$ cat src/rtl/spi_slave_bridge.sv
// SPI target-side bridge, fully in the clk domain: oversampled sclk/cs_n/mosi,
// configurable word width, SPI mode and bit order, back-to-back words per frame.
module spi_slave_bridge #(
  parameter int DATA_W      = 8,
  parameter int CPOL        = 0,
  parameter int CPHA        = 0,
  parameter int MSB_FIRST   = 1,
  parameter int SYNC_STAGES = 2
) (
  input  logic              clk,
  input  logic              rst_n,
  input  logic              sclk,
  input  logic              cs_n,
  input  logic              mosi,
  output logic              miso,
  output logic              miso_oe,
  output logic [DATA_W-1:0] rx_data,
  output logic              rx_valid,
  input  logic [DATA_W-1:0] tx_data,
  output logic              tx_load,
  output logic              frame_err,
  output logic              busy
);

  localparam int   CW        = $clog2(DATA_W + 1);
  localparam logic SCLK_IDLE = (CPOL != 0);

  typedef enum logic {IDLE, ACTIVE} state_t;

  logic [SYNC_STAGES-1:0] r_sclk_sync, r_cs_sync, r_mosi_sync, r_vld_pipe;
  logic                   r_sclk_d, r_cs_d, r_armed;

  state_t            r_state;
  logic              r_busy, r_rx_valid, r_tx_load, r_frame_err, r_need_load;
  logic [CW-1:0]     r_bit_cnt;
  logic [DATA_W-1:0] r_rx_sh, r_tx_sh, r_rx_data;

  logic              w_sclk, w_cs, w_mosi;
  logic              w_rise, w_fall, w_lead, w_trail, w_sample, w_shift;
  logic              w_cs_fall, w_cs_rise;
  logic [DATA_W-1:0] w_rx_next, w_tx_adv;

  // r_vld_pipe marks when the synchroniser output reflects the pin rather than
  // its reset value, so a cs_n held low across reset release cannot look like a fall.
  always_ff @(posedge clk or negedge rst_n) begin
    if (!rst_n) begin
      r_sclk_sync <= {SYNC_STAGES{SCLK_IDLE}};
      r_cs_sync   <= '1;
      r_mosi_sync <= '0;
      r_vld_pipe  <= '0;
      r_sclk_d    <= SCLK_IDLE;
      r_cs_d      <= 1'b1;
      r_armed     <= 1'b0;
    end else begin
      r_sclk_sync <= {r_sclk_sync[SYNC_STAGES-2:0], sclk};
      r_cs_sync   <= {r_cs_sync[SYNC_STAGES-2:0], cs_n};
      r_mosi_sync <= {r_mosi_sync[SYNC_STAGES-2:0], mosi};
      r_vld_pipe  <= {r_vld_pipe[SYNC_STAGES-2:0], 1'b1};
      r_sclk_d    <= w_sclk;
      r_cs_d      <= w_cs;
      r_armed     <= r_armed | (r_vld_pipe[SYNC_STAGES-1] & w_cs);
    end
  end

  assign w_sclk    = r_sclk_sync[SYNC_STAGES-1];
  assign w_cs      = r_cs_sync[SYNC_STAGES-1];
  assign w_mosi    = r_mosi_sync[SYNC_STAGES-1];

  assign w_rise    = w_sclk & ~r_sclk_d;
  assign w_fall    = ~w_sclk & r_sclk_d;
  assign w_lead    = (CPOL != 0) ? w_fall : w_rise;
  assign w_trail   = (CPOL != 0) ? w_rise : w_fall;
  assign w_sample  = (CPHA != 0) ? w_trail : w_lead;
  assign w_shift   = (CPHA != 0) ? w_lead : w_trail;

  assign w_cs_fall = r_armed & r_cs_d & ~w_cs;
  assign w_cs_rise = w_cs & ~r_cs_d;

  // First received bit ends up at DATA_W-1 (MSB first) or at bit 0 (LSB first).
  assign w_rx_next = (MSB_FIRST != 0) ? {r_rx_sh[DATA_W-2:0], w_mosi}
                                      : {w_mosi, r_rx_sh[DATA_W-1:1]};
  assign w_tx_adv  = (MSB_FIRST != 0) ? {r_tx_sh[DATA_W-2:0], 1'b0}
                                      : {1'b0, r_tx_sh[DATA_W-1:1]};

  always_ff @(posedge clk or negedge rst_n) begin
    if (!rst_n) begin
      r_state     <= IDLE;
      r_busy      <= 1'b0;
      r_rx_valid  <= 1'b0;
      r_tx_load   <= 1'b0;
      r_frame_err <= 1'b0;
      r_need_load <= 1'b0;
      r_bit_cnt   <= '0;
      r_rx_sh     <= '0;
      r_tx_sh     <= '0;
      r_rx_data   <= '0;
    end else begin
      r_rx_valid  <= 1'b0;
      r_tx_load   <= 1'b0;
      r_frame_err <= 1'b0;
      case (r_state)
        IDLE: begin
          if (w_cs_fall) begin
            r_state   <= ACTIVE;
            r_busy    <= 1'b1;
            r_bit_cnt <= '0;
            if (CPHA == 0) begin
              r_tx_sh     <= tx_data;
              r_tx_load   <= 1'b1;
              r_need_load <= 1'b0;
            end else begin
              r_need_load <= 1'b1;
            end
          end
        end
        ACTIVE: begin
          // A cs_n rise takes priority over any sclk edge seen in the same cycle.
          if (w_cs_rise) begin
            r_state     <= IDLE;
            r_busy      <= 1'b0;
            r_bit_cnt   <= '0;
            r_need_load <= 1'b0;
            r_frame_err <= (r_bit_cnt != '0);
          end else if (w_sample) begin
            r_rx_sh <= w_rx_next;
            if (r_bit_cnt == CW'(DATA_W - 1)) begin
              r_rx_data   <= w_rx_next;
              r_rx_valid  <= 1'b1;
              r_bit_cnt   <= '0;
              r_need_load <= 1'b1;
            end else begin
              r_bit_cnt <= r_bit_cnt + CW'(1);
            end
          end else if (w_shift) begin
            if (r_need_load) begin
              r_tx_sh     <= tx_data;
              r_tx_load   <= 1'b1;
              r_need_load <= 1'b0;
            end else begin
              r_tx_sh <= w_tx_adv;
            end
          end
        end
        default: r_state <= IDLE;
      endcase
    end
  end

  assign miso      = r_busy & ((MSB_FIRST != 0) ? r_tx_sh[DATA_W-1] : r_tx_sh[0]);
  assign miso_oe   = r_busy;
  assign busy      = r_busy;
  assign rx_data   = r_rx_data;
  assign rx_valid  = r_rx_valid;
  assign tx_load   = r_tx_load;
  assign frame_err = r_frame_err;

endmodule
$ cat config.mk
export PLATFORM = sky130hd
export DESIGN_NAME = spi_slave_bridge
export DESIGN_NICKNAME = d
export VERILOG_FILES = /design/src/rtl/spi_slave_bridge.sv
export SDC_FILE = /design/constraint.sdc
export NUM_CORES = 1
export LEC_CHECK = 0
export CAP_MARGIN = 30
export CORE_MARGIN = 2
export CORE_UTILIZATION = 45
export CTS_BUF_LIST = sky130_fd_sc_hd__clkbuf_8
export CTS_CLUSTER_SIZE = 40
export DETAILED_ROUTE_END_ITERATION = 12
export DONT_BUFFER_PORTS = 1
export GPL_TIMING_DRIVEN = 0
export PLACE_DENSITY = 0.71
export SYNTH_ARGS = -nofsm -noshare
export SYNTH_HDL_FRONTEND = slang
export SYNTH_SLANG_ARGS = --single-unit
$ cat constraint.sdc
create_clock -name clk -period 3.95 [get_ports clk]
set_clock_uncertainty 0.2 [all_clocks]
set_input_delay 0.79 -clock clk [delete_from_list [all_inputs] [get_ports clk]]
set_output_delay 0.79 -clock clk [all_outputs]
set_load 0.03 [all_outputs]
# After elaboration in Yosys (flattened, before gate mapping)
# Cells that the tools add are included.
# word_totals
regBits	44
in_bits	13
out_inout_bits	14
# classes
eq_ne	9
n_addsub	1
bitwise	14
muxes	34
reduce_logical	7
# op_table
operator	n
$mux 8	5
$mux 1	19
$mux 4	4
$pmux 8 s2	1
$pmux 1 s2	4
$pmux 4 s2	1
$reduce_and 4->1	2
$and 1x1->1	7
$ne 2x2->1 const B	3
$not 1->1	6
$reduce_and 3->1	2
$add 4x1->4 const B	1
$eq 4x3->1 const B	1
$ne 2x1->1 const B	2
$ne 4x1->1 const B	1
$ne 4x2->1 const B	1
$reduce_and 2->1	2
$reduce_bool 4->1	1
$ne 3x1->1 const B	1
$or 1x1->1	1

# Longest topological paths before layout
# depth
depth_word	6
mapped_depth	6
depth_no_buf	5

# Least setup slack after synthesis
# Ideal clock, no wire load.
# synth_timing
kind	register -> output
startpoint	register r_busy, in the netlist busy
endpoint	output miso
required_ps	2960
path_stages_with_launch	2
n_path_buf	0
slack_ps	2079
arrival_ps	881
path_cell_list	dfrtp_1 > and2_1
# synth_between
elab_chain_len	1
# synth_lines
element	line_no	text
start: declaration	34	logic r_busy, r_rx_valid, r_tx_load, r_frame_err, r_need_load;
start signal: assignment	88	r_busy <= 1'b0;
start signal: assignment	105	r_busy <= 1'b1;
start signal: assignment	120	r_busy <= 1'b0;
$and 1x1->1	149	assign miso = r_busy & ((MSB_FIRST != 0) ? r_tx_sh[DATA_W-1] : r_tx_sh[0]);
end: declaration	15	output logic miso,
# No other way between the ends.

# Worst setup path in the final report
# Same ends and word-level chain as after synthesis.

==> flow_summary.yaml <==
yosys:
  netlist-cell-type-count: 33
  synth_top_cell_by_area: "dfrtp_1"
  synth.area.top_cells: "dfrtp_1 56%, mux2_4 6.5%, dfstp_2 4.3%, mux2_2 4.3%, mux2i_1 3.8%"
  syn_avg_cell_area_um2: 13.3
  yosys_warnings: 0
  synth_top_area_share: 0.559
  syn-cell-area_mm2: 0.00183
  syn_nets: 153
  yosysSeqAreaShare: 0.602
  synth_seq_cells: 44
  synthesis.instances: 138
layout:
  fin_area_mm2: 0.00202
  multi_input_area_um2: 651
  antenna_cells: 0
  area_growth_pct: 10.4
  finish.net_count: 161
  fill_cells: 344
  layout-drive-gt1-share: 0.259
  register_area_mm2: 0.00110
worst_setup_path:
  r2r_slack_ps: 2140
  crit_path_top_delay_cell: "dfrtp_1"
  reg2reg_to: "rx_data[4]"
  critPathTopFamily: "flip-flops"
  crit_path_max_incr_delay_ps: 580
  cp_cell_sequence: "and2_1"
  critPathLaunchType: "flip-flop"
  worst_setup_path_end_kind: "primary output"
  r2r_cells: 6
  cp.arrival_ps: 1240
  cp.required_ps: 2960
  r2r_start: "r_bit_cnt[0]"
  critPathMaxFanout: 5
  critPathBufInv: 0
  criticalPathCategory: "flip-flop to primary output"
timing:
  fin_crit_ps: 2230
  drv_slew: 0
  finalHoldViolCount: 0
  hold_ws_ps: 122
  grt_setup_unrepaired: "no"
  max_freq_mhz: 448
  timing.final.crit_share: 0.565
  tns_ps: 0
  setup_viol_count_final: 0
power_and_ir_drop:
  switching_share: 0.266
  p_clk_frac: 0.308
  p_sw_w: 0.000286
  comb_power_share: 0.149
  p_int_w: 0.000787
  seq_power_share: 0.543
  peakVddDrop_uv: 280
  leakage_nw: 0.999
  pwr_density_cell_mw_per_mm2: 530
die:
  start_util: 0.462
  ioPinCount: 27
  std_cell_rows: 23
  dieArea_mm2: 0.00460
  die_w_um: 67.8
  coreArea_mm2: 0.00397
  dieHeight_um: 67.8
clock_network:
  cts_tree: "built"
  htreeDepth: 2
  insertion_delay_ps: 300
  clkTransAtPathRegs_ps: 80
  cts_root_buf: "clkbuf_8"
  cts_buffers: 5
  cts_sinks: 44
  cts_resized: 0
  cts_buffer_depth: 2
placement:
  port_buffers: 0
  dp_hpwl_um: 2040
  place.gp.congestion: 0.743
  placed_cell_area_mm2: 0.00190
drt:
  wire_per_inst_um: 14.7
  vias_per_cell: 5.17
  routed_wl_um: 2900
  num_vias: 1019
  drc: 0
  drtAntennaViolNets: 0
  dr.pass1.iters: 4
  drtIter0Drc: 36
global_routing:
  grtUsageMet2: 0.235
  antenna_found_initial: 0
  grt_pass1_vias: 1026
  grt_start_max_net_pins: 42
  grt_usage: 0.148
  grt_overflow: 0
  met1_usage: 0.175
  use_met3: 0.0526
  grt_pass1_wl_um: 4780
  grt_most_used_layer: "met2"
flow_run:
  max-cap-violations: 0
hold_path:
  hold_class: "input port to async pin"
status:
  outcome: "complete, no violations"
-- per-stage QoR --
| step | util | setup slack (ps) | std cells | power [W] |
|---|---|---|---|---|
| 4_1_cts | 0.510 | 1700 | 197 | 0.00108 |
| 3_3_place_gp | 0.478 | 2040 | 188 | 0.000728 |
| 5_1_grt | 0.510 | 1670 | 197 | 0.00113 |
| 3_5_place_dp | 0.478 | 2030 | 188 | 0.000744 |
| 2_1_floorplan | - | 2080 | 138 | 0.000710 |
| 6_report | 0.510 | 1720 | 197 | 0.00107 |
-- layout make-up --
cell class,count,share of cell area
multi-input cells,81,0.321
repair buffers,1,0.00989
well taps,50,0.0309
flip-flops and latches,44,0.546
plain buffers,5,0.0241
clock buffers,5,0.0340
clock inverters,3,0.0192
inverters,8,0.0148
-- synth_stat cells (all sizes together) --
master / count
and2: 1
nand2b: 3
mux2: 15
nor2: 6
dfrtp: 41
nor4bb: 1
nor2b: 1
o31a: 1
nand2: 16
dfstp: 3
a21oi: 2
a41oi: 1
o32ai: 1
buf: 5
nor3: 2
a22oi: 1
nand3: 2
a21o: 4
a211oi: 1
mux2i: 7
or3: 1
a22o: 1
conb: 1
inv: 8
o21ai: 11
ha: 2
-- logic make-up after synthesis --
logic type / count (synthesis) / synth area share
DFF: 44 / 0.602
and+or+nand+nor: 33 / 0.0969
AOI/OAI and AO/OA: 23 / 0.0955
muxes: 22 / 0.147
buffers and inverters: 13 / 0.0430
adders and majority gates: 2 / 0.0136
other: 1 / 0.00204
-- power by group through the flow --
stage | sequential, W | clock (W) | combinational, W
after floorplan | 0.000576 | 0 | 0.000134
after global placement | 0.000585 | 0 | 0.000143
after detailed placement | 0.000592 | 0 | 0.000152
after CTS | 0.000583 | 0.000339 | 0.000164
after global routing | 0.000592 | 0.000363 | 0.000180
final | 0.000582 | 0.000330 | 0.000160
-- per-layer routing --
| layer | part of all wire | routed length, um |
|---|---|---|
| met2 | 0.50 | 1460 |
| met3 | 0.048 | 138 |
| met5 | 0 | 0 |
| met1 | 0.43 | 1230 |
| met4 | 0.023 | 67 |
-- how the worst max path moves through the flow --
stage / start / end / cells after the start
after floorplan: busy / miso / 1
after global placement: busy / miso / 1
after detailed placement: busy / miso / 1
after CTS: busy / miso / 1
after global routing: busy / miso / 1
final: busy / miso / 1
-- state kept, by name, indices dropped and copies added (netlist names), 2 cells and up --
register,count
r_tx_sh,8
r_mosi_sync,2
r_rx_sh,7
r_cs_sync,2
r_vld_pipe,2
r_sclk_sync,2
r_bit_cnt,4
rx_data,8
-- placed cells by master, fill, tap and decap left out, types with 2 or more instances in the layout --
cell type / count
o21ai_1: 6
mux2i_1: 7
mux2_2: 7
dfrtp_1: 41
mux2_4: 8
clkbuf_8: 5
inv_1: 9
nand3_1: 2
nor2_1: 6
buf_4: 2
o21ai_2: 2
ha_1: 2
nand2b_1: 2
a21o_1: 4
nand2_1: 16
buf_6: 3
o21ai_0: 3
dfstp_2: 3
-- repair_timing --
item / 4_1_cts / 5_1_grt
setup buffers: 0 / 0
hold buffers: 1 / 0
hold endpoints to repair: 41 / 0
No activity file was read; power rests on OpenSTA's default activity.
